File: src/rtl/alu_seq_if.sv
// Request and register-file bus bundle for the alu_seq sequencer.
// master: the sequencer side; slave: requester plus register file side.
interface alu_seq_if #(parameter int W = 8);
  logic         start;
  logic [3:0]   op;
  logic [1:0]   dst;
  logic [1:0]   src;
  logic [W-1:0] p;
  logic [W-1:0] fod;
  logic [W-1:0] d;
  logic         as, bs, cs, ds, fs;
  logic         re, we;
  logic         busy;
  logic         done;

  modport master (
    input  start, op, dst, src, p, fod,
    output d, as, bs, cs, ds, fs, re, we, busy, done
  );

  modport slave (
    output start, op, dst, src, p, fod,
    input  d, as, bs, cs, ds, fs, re, we, busy, done
  );
endinterface

File: src/rtl/alu_seq.sv
// Multi-cycle ALU sequencer mastering the 8-bit register file (a,b,c,d,f).
// Define ALU_CARRY_IN_EN to enable ADC/SBC (opcodes 8/9); otherwise they run as NOP.
module alu_seq (
  input  logic        clk,
  input  logic        rst,
  alu_seq_if.master   bus
);
  localparam int W = 8;

  localparam logic [3:0] OP_ADD = 4'd0;
  localparam logic [3:0] OP_SUB = 4'd1;
  localparam logic [3:0] OP_AND = 4'd2;
  localparam logic [3:0] OP_OR  = 4'd3;
  localparam logic [3:0] OP_XOR = 4'd4;
  localparam logic [3:0] OP_INC = 4'd5;
  localparam logic [3:0] OP_DEC = 4'd6;
  localparam logic [3:0] OP_MOV = 4'd7;
  localparam logic [3:0] OP_ADC = 4'd8;
  localparam logic [3:0] OP_SBC = 4'd9;

  typedef enum logic [2:0] {IDLE, RDA, RDB, EXEC, WRR, WRF, NOP} state_t;

  state_t       state, nxt;
  logic [3:0]   op_q;
  logic [1:0]   dst_q, src_q;
  logic [W-1:0] a_q, b_q, r_q, f_q;
  logic [W-1:0] r_n, f_n;
  logic         done_q;
  logic         reserved;
  logic         accept;
  logic [3:0]   sel_dst, sel_src;

  logic unused_fod;
  assign unused_fod = ^{bus.fod[7:4], bus.fod[2:1]};

`ifdef ALU_CARRY_IN_EN
  assign reserved = (bus.op > OP_SBC);
`else
  assign reserved = (bus.op > OP_MOV);
`endif

  assign accept  = (state == IDLE) && bus.start;
  assign sel_dst = 4'b0001 << dst_q;
  assign sel_src = 4'b0001 << src_q;

  always_ff @(posedge clk) begin
    if (rst) begin
      state  <= IDLE;
      done_q <= 1'b0;
    end else begin
      state  <= nxt;
      done_q <= (state == WRF) || (state == NOP);
    end
  end

  always_ff @(posedge clk) begin
    if (rst) begin
      op_q  <= '0;
      dst_q <= '0;
      src_q <= '0;
      a_q   <= '0;
      b_q   <= '0;
      r_q   <= '0;
      f_q   <= '0;
    end else begin
      if (accept) begin
        op_q  <= bus.op;
        dst_q <= bus.dst;
        src_q <= bus.src;
      end
      if (state == RDA)  a_q <= bus.p;
      if (state == RDB)  b_q <= bus.p;
      if (state == EXEC) begin
        r_q <= r_n;
        f_q <= f_n;
      end
    end
  end

  always_comb begin
    nxt = state;
    case (state)
      IDLE: if (bus.start) begin
        if (reserved)             nxt = NOP;
        else if (bus.op == OP_MOV) nxt = RDB;
        else                       nxt = RDA;
      end
      RDA:     nxt = (op_q == OP_INC || op_q == OP_DEC) ? EXEC : RDB;
      RDB:     nxt = EXEC;
      EXEC:    nxt = WRR;
      WRR:     nxt = WRF;
      WRF:     nxt = IDLE;
      NOP:     nxt = IDLE;
      default: nxt = IDLE;
    endcase
  end

  always_comb begin
    bus.d    = '0;
    bus.as   = 1'b0;
    bus.bs   = 1'b0;
    bus.cs   = 1'b0;
    bus.ds   = 1'b0;
    bus.fs   = 1'b0;
    bus.re   = 1'b0;
    bus.we   = 1'b0;
    bus.busy = (state != IDLE);
    bus.done = done_q;
    case (state)
      RDA: begin
        bus.re = 1'b1;
        {bus.ds, bus.cs, bus.bs, bus.as} = sel_dst;
      end
      RDB: begin
        bus.re = 1'b1;
        {bus.ds, bus.cs, bus.bs, bus.as} = sel_src;
      end
      WRR: begin
        bus.we = 1'b1;
        bus.d  = r_q;
        {bus.ds, bus.cs, bus.bs, bus.as} = sel_dst;
      end
      WRF: begin
        bus.we = 1'b1;
        bus.fs = 1'b1;
        bus.d  = f_q;
      end
      default: ;
    endcase
  end

  // 9-bit datapath: bit 8 is carry for additions and borrow for subtractions.
  always_comb begin
    logic [W:0] sum;
    logic       c, v;
    sum = '0;
    r_n = a_q;
    c   = bus.fod[0];
    v   = bus.fod[3];
    case (op_q)
      OP_ADD: begin
        sum = {1'b0, a_q} + {1'b0, b_q};
        r_n = sum[W-1:0];
        c   = sum[W];
        v   = (a_q[W-1] == b_q[W-1]) && (r_n[W-1] != a_q[W-1]);
      end
      OP_SUB: begin
        sum = {1'b0, a_q} - {1'b0, b_q};
        r_n = sum[W-1:0];
        c   = sum[W];
        v   = (a_q[W-1] != b_q[W-1]) && (r_n[W-1] != a_q[W-1]);
      end
      OP_AND: begin r_n = a_q & b_q; c = 1'b0; v = 1'b0; end
      OP_OR:  begin r_n = a_q | b_q; c = 1'b0; v = 1'b0; end
      OP_XOR: begin r_n = a_q ^ b_q; c = 1'b0; v = 1'b0; end
      OP_INC: begin
        sum = {1'b0, a_q} + 9'd1;
        r_n = sum[W-1:0];
        v   = !a_q[W-1] && r_n[W-1];
      end
      OP_DEC: begin
        sum = {1'b0, a_q} - 9'd1;
        r_n = sum[W-1:0];
        v   = a_q[W-1] && !r_n[W-1];
      end
      OP_MOV: r_n = b_q;
`ifdef ALU_CARRY_IN_EN
      OP_ADC: begin
        sum = {1'b0, a_q} + {1'b0, b_q} + {8'b0, bus.fod[0]};
        r_n = sum[W-1:0];
        c   = sum[W];
        v   = (a_q[W-1] == b_q[W-1]) && (r_n[W-1] != a_q[W-1]);
      end
      OP_SBC: begin
        sum = {1'b0, a_q} - {1'b0, b_q} - {8'b0, bus.fod[0]};
        r_n = sum[W-1:0];
        c   = sum[W];
        v   = (a_q[W-1] != b_q[W-1]) && (r_n[W-1] != a_q[W-1]);
      end
`endif
      default: ;
    endcase
    f_n = {4'b0000, v, r_n[W-1], (r_n == '0), c};
  end
endmodule

File: src/flat_wrapper.sv
// flat-port wrapper written by rule: the top's interface ports become plain ports
module alu_seq_flat 
  (clk, rst, bus_start, bus_op, bus_dst, bus_src, bus_p, bus_fod, bus_d, bus_as, bus_bs, bus_cs, bus_ds, bus_fs, bus_re, bus_we, bus_busy, bus_done);
  alu_seq_if bus_i ();
  input  logic clk;
  input  logic rst;
  input wire logic [$bits(bus_i.start)-1:0] bus_start;
  input wire logic [$bits(bus_i.op)-1:0] bus_op;
  input wire logic [$bits(bus_i.dst)-1:0] bus_dst;
  input wire logic [$bits(bus_i.src)-1:0] bus_src;
  input wire logic [$bits(bus_i.p)-1:0] bus_p;
  input wire logic [$bits(bus_i.fod)-1:0] bus_fod;
  output wire logic [$bits(bus_i.d)-1:0] bus_d;
  output wire logic [$bits(bus_i.as)-1:0] bus_as;
  output wire logic [$bits(bus_i.bs)-1:0] bus_bs;
  output wire logic [$bits(bus_i.cs)-1:0] bus_cs;
  output wire logic [$bits(bus_i.ds)-1:0] bus_ds;
  output wire logic [$bits(bus_i.fs)-1:0] bus_fs;
  output wire logic [$bits(bus_i.re)-1:0] bus_re;
  output wire logic [$bits(bus_i.we)-1:0] bus_we;
  output wire logic [$bits(bus_i.busy)-1:0] bus_busy;
  output wire logic [$bits(bus_i.done)-1:0] bus_done;
  assign bus_i.start = bus_start;
  assign bus_i.op = bus_op;
  assign bus_i.dst = bus_dst;
  assign bus_i.src = bus_src;
  assign bus_i.p = bus_p;
  assign bus_i.fod = bus_fod;
  assign bus_d = bus_i.d;
  assign bus_as = bus_i.as;
  assign bus_bs = bus_i.bs;
  assign bus_cs = bus_i.cs;
  assign bus_ds = bus_i.ds;
  assign bus_fs = bus_i.fs;
  assign bus_re = bus_i.re;
  assign bus_we = bus_i.we;
  assign bus_busy = bus_i.busy;
  assign bus_done = bus_i.done;
  alu_seq u_core (.clk(clk), .rst(rst), .bus(bus_i));
endmodule
File: config.mk
export PLATFORM = sky130hd
export DESIGN_NAME = alu_seq_flat
export DESIGN_NICKNAME = d
export VERILOG_FILES = /design/src/rtl/alu_seq_if.sv /design/src/rtl/alu_seq.sv /design/src/flat_wrapper.sv
export SDC_FILE = /design/constraint.sdc
export NUM_CORES = 1
export LEC_CHECK = 0
export ABC_AREA = 1
export ABC_CLOCK_PERIOD_IN_PS = 5470
export CORE_MARGIN = 4
export CORE_UTILIZATION = 55
export DETAILED_ROUTE_END_ITERATION = 7
export PLACE_DENSITY = 0.83
export SKIP_CTS_REPAIR_TIMING = 1
export SLEW_MARGIN = 40
export SYNTH_ARGS = -nofsm -noshare
export SYNTH_HDL_FRONTEND = slang
export SYNTH_SLANG_ARGS = --single-unit
File: constraint.sdc
create_clock -name clk -period 5.47 [get_ports clk]
set_input_delay 0.547 -clock clk [delete_from_list [all_inputs] [get_ports clk]]
set_output_delay 0.547 -clock clk [all_outputs]
set_load 0.1 [all_outputs]
==> impl_metrics.tcl <==
set metrics [dict create \
    insertion_delay_ps 290 \
    p_sw_w 0.00101 \
    dr.pass1.iters 5 \
    grt_max_degree 31 \
    critical_path.cell_chain "nor3_1 -> clkinv_1 -> o31ai_1 -> buf_2" \
    cts_buffers 5 \
    hold_viol 0 \
    synth_top_family_by_area "simple AND/OR/NAND/NOR gates" \
    place.gp.congestion 1.03 \
    rsz0062_at_grt "false" \
    htree_num_levels 2 \
    ys.flop_type "dfxtp_1" \
    power_density_mw_per_mm2 475 \
    fin_setup_tns_ps 0 \
    synth_top_area_share_pct 23.4 \
    slowest_delay_ps 550 \
    synth.largest_area_cell "dfxtp_1" \
    path_max_fanout 19 \
    core_mm2 0.00589 \
    path_class "reg -> out" \
    pwr-share-clk_pct 11.1 \
    seq_power_share_pct 24.4 \
    crit_path_start_kind "flop" \
    slew_headroom_pct 47.9 \
    cp.arrival_ps 2470 \
    syn-instance-count 537 \
    cts_tree "done" \
    dieArea_mm2 0.00737 \
    syn-num-nets 594 \
    antenna_found_initial 0 \
    diodes 0 \
    drive_gt1_share_pct 8.26 \
    async_reset_ff_share_pct 0 \
    cp-end-kind "output port" \
    synth_mux_area_share_pct 0 \
    fin_nets 625 \
    mostFrequentLayoutCell "nand2_1" \
    viasPerCell 5.73 \
    pwr-share-comb_pct 64.6 \
    synth_xor_area_share_pct 0.525 \
    synth-simple-area-share_pct 34.4 \
    status "finished clean" \
    grt_overflow 0 \
    ys_top_cells_by_area "dfxtp_1, nand2_1, ha_1" \
    synth_warnings 0 \
    switching_share_pct 57.4 \
    p_leak_nw 1.77 \
    min_period_over_period_pct 55.1 \
    fin_skew_ps 11.9 \
    grt_pass1_vias 3286 \
    ys_seq_area_share_pct 23.4 \
    start_util_pct 56.7 \
    fmax_mhz 332 \
    root_buffer "clkbuf_8" \
    ys_types 37 \
    synth-adder-area-share_pct 11.7 \
    rrSetupSlack_ps 2820 \
    finalSetupViolCount 0 \
    dpl.hpwl_um 7340 \
    layout_common_cells "nand2_1, inv_1, nand3_1" \
    pin_count 44 \
    fillers 583 \
    port_buffers 37 \
    vdd_drop_max_uv 389 \
    fp.dieH_um 85.9 \
    clkSinkCount 39 \
    fin_crit_ps 3010 \
    vias 3689 \
    max_cap_violations 0 \
    routedWlPerCell_um 14.9 \
    num_rows 28 \
    avgSynthCellArea_um2 6.21 \
    track_usage_pct 26.9 \
    drt-total-wl_um 9630 \
    hold_class "reg -> reg" \
    synth-compound-area-share_pct 18.9 \
    area_delta_synth_final_pct 11.7 \
    worst_pin_slew_ps 780 \
    drc 0 \
    netlist_area_mm2 0.00333 \
    drt_iter0_drc 307 \
    internal-power_w 0.000753 \
    grt_pass1_wl_um 15900 \
    clk_pin_slew_worst_paths_ps 80 \
    cp_slowest_cell "clkinv_1" \
    ys_ff_latch 39 \
    slew_viol_final 0 \
    die-width_um 85.9 \
    required_ps 4920 \
    ant_nets 0 \
    total_power_w 0.00177 \
    synth_edf_count 0 \
    max-clock-path-buffers 2 \
]
## power groups by stage
stage          logic (W)  clock network, W  registers [W]
6_report         0.00114          0.000195       0.000431
5_1_grt          0.00127          0.000211       0.000445
4_1_cts          0.00112          0.000198       0.000428
3_5_place_dp     0.00111                 0       0.000435
3_3_place_gp     0.00111                 0       0.000430
2_1_floorplan   0.000890                 0       0.000414
## routing by layer
layer,global-route usage [%],wire length (µm),vias up
met1,38.3,4410,1686
met3,5.28,751,21
li1,-,-,1825
met2,40.6,4230,157
met4,8.78,225,0
met5,0,0,-
## cell usage after synthesis, drive strengths merged (6+ instances only)
cell and number:
nand3 65, nor2 62, clkbuf 7, buf 6, inv 77, ha 28
nor3 7, o21ai 47, dfxtp 39, nand3b 7, a21oi 49, nand2 117
## worst max-delay path, delay by kind of cell (launching register included)
family | cells | cell delay (ps)
compound gates | 1 | 390
buf+inv | 2 | 1030
flops | 1 | 370
simple gates | 1 | 370
## state kept, by name, summed over array words and instances, names as in the netlist
signal,flops
u_core.r_q,7
u_core.src_q,2
u_core.state,3
u_core.a_q,8
u_core.f_q,4
u_core.dst_q,2
u_core.bus.done,1
u_core.b_q,8
u_core.op_q,4
## per-stage QoR
step                std cells  area (µm²)  setup slack [ps]  hold WS (ps)  utilization [%]
finish                    644        3720              2460           467             63.3
global route              644        3720              2290           503             63.3
CTS                       644        3720              2440           466             63.2
detailed placement        636        3640              2780           452             61.8
global placement          636        3720              2180           453             63.2
floorplan                 537        3330               760           431                -
## cell type report
cell class / count / area (µm²) / area share (%)
inverter: 78 / 293 / 7.86
clock inverter: 2 / 12.5 / 0.336
multi-input combinational: 407 / 2190 / 58.7
timing repair buffer: 37 / 285 / 7.66
sequential: 39 / 781 / 21.0
tap: 75 / 93.8 / 2.52
clock buffer: 6 / 72.6 / 1.95
## final timing paths
path / startpoint / end / cells past startpoint
setup / recovery: u_core.state[2] / bus_cs / 4
setup reg to reg: u_core.a_q[2] / u_core.f_q[1] / 13
hold / removal: u_core.r_q[0] / u_core.r_q[0] / 2
hold reg to reg: u_core.r_q[0] / u_core.r_q[0] / 2
## kinds of logic (layout without fill, tap and decap cells)
family,Yosys count,count (layout)
adder cells (fa/ha/maj),30,30
AO/OA/AOI/OAI,113,113
buffers and inverters,91,123
flip-flops,39,39
XOR/XNOR,2,2
AND/OR/NAND/NOR,262,262
No activity file was read; power rests on OpenSTA's default activity.
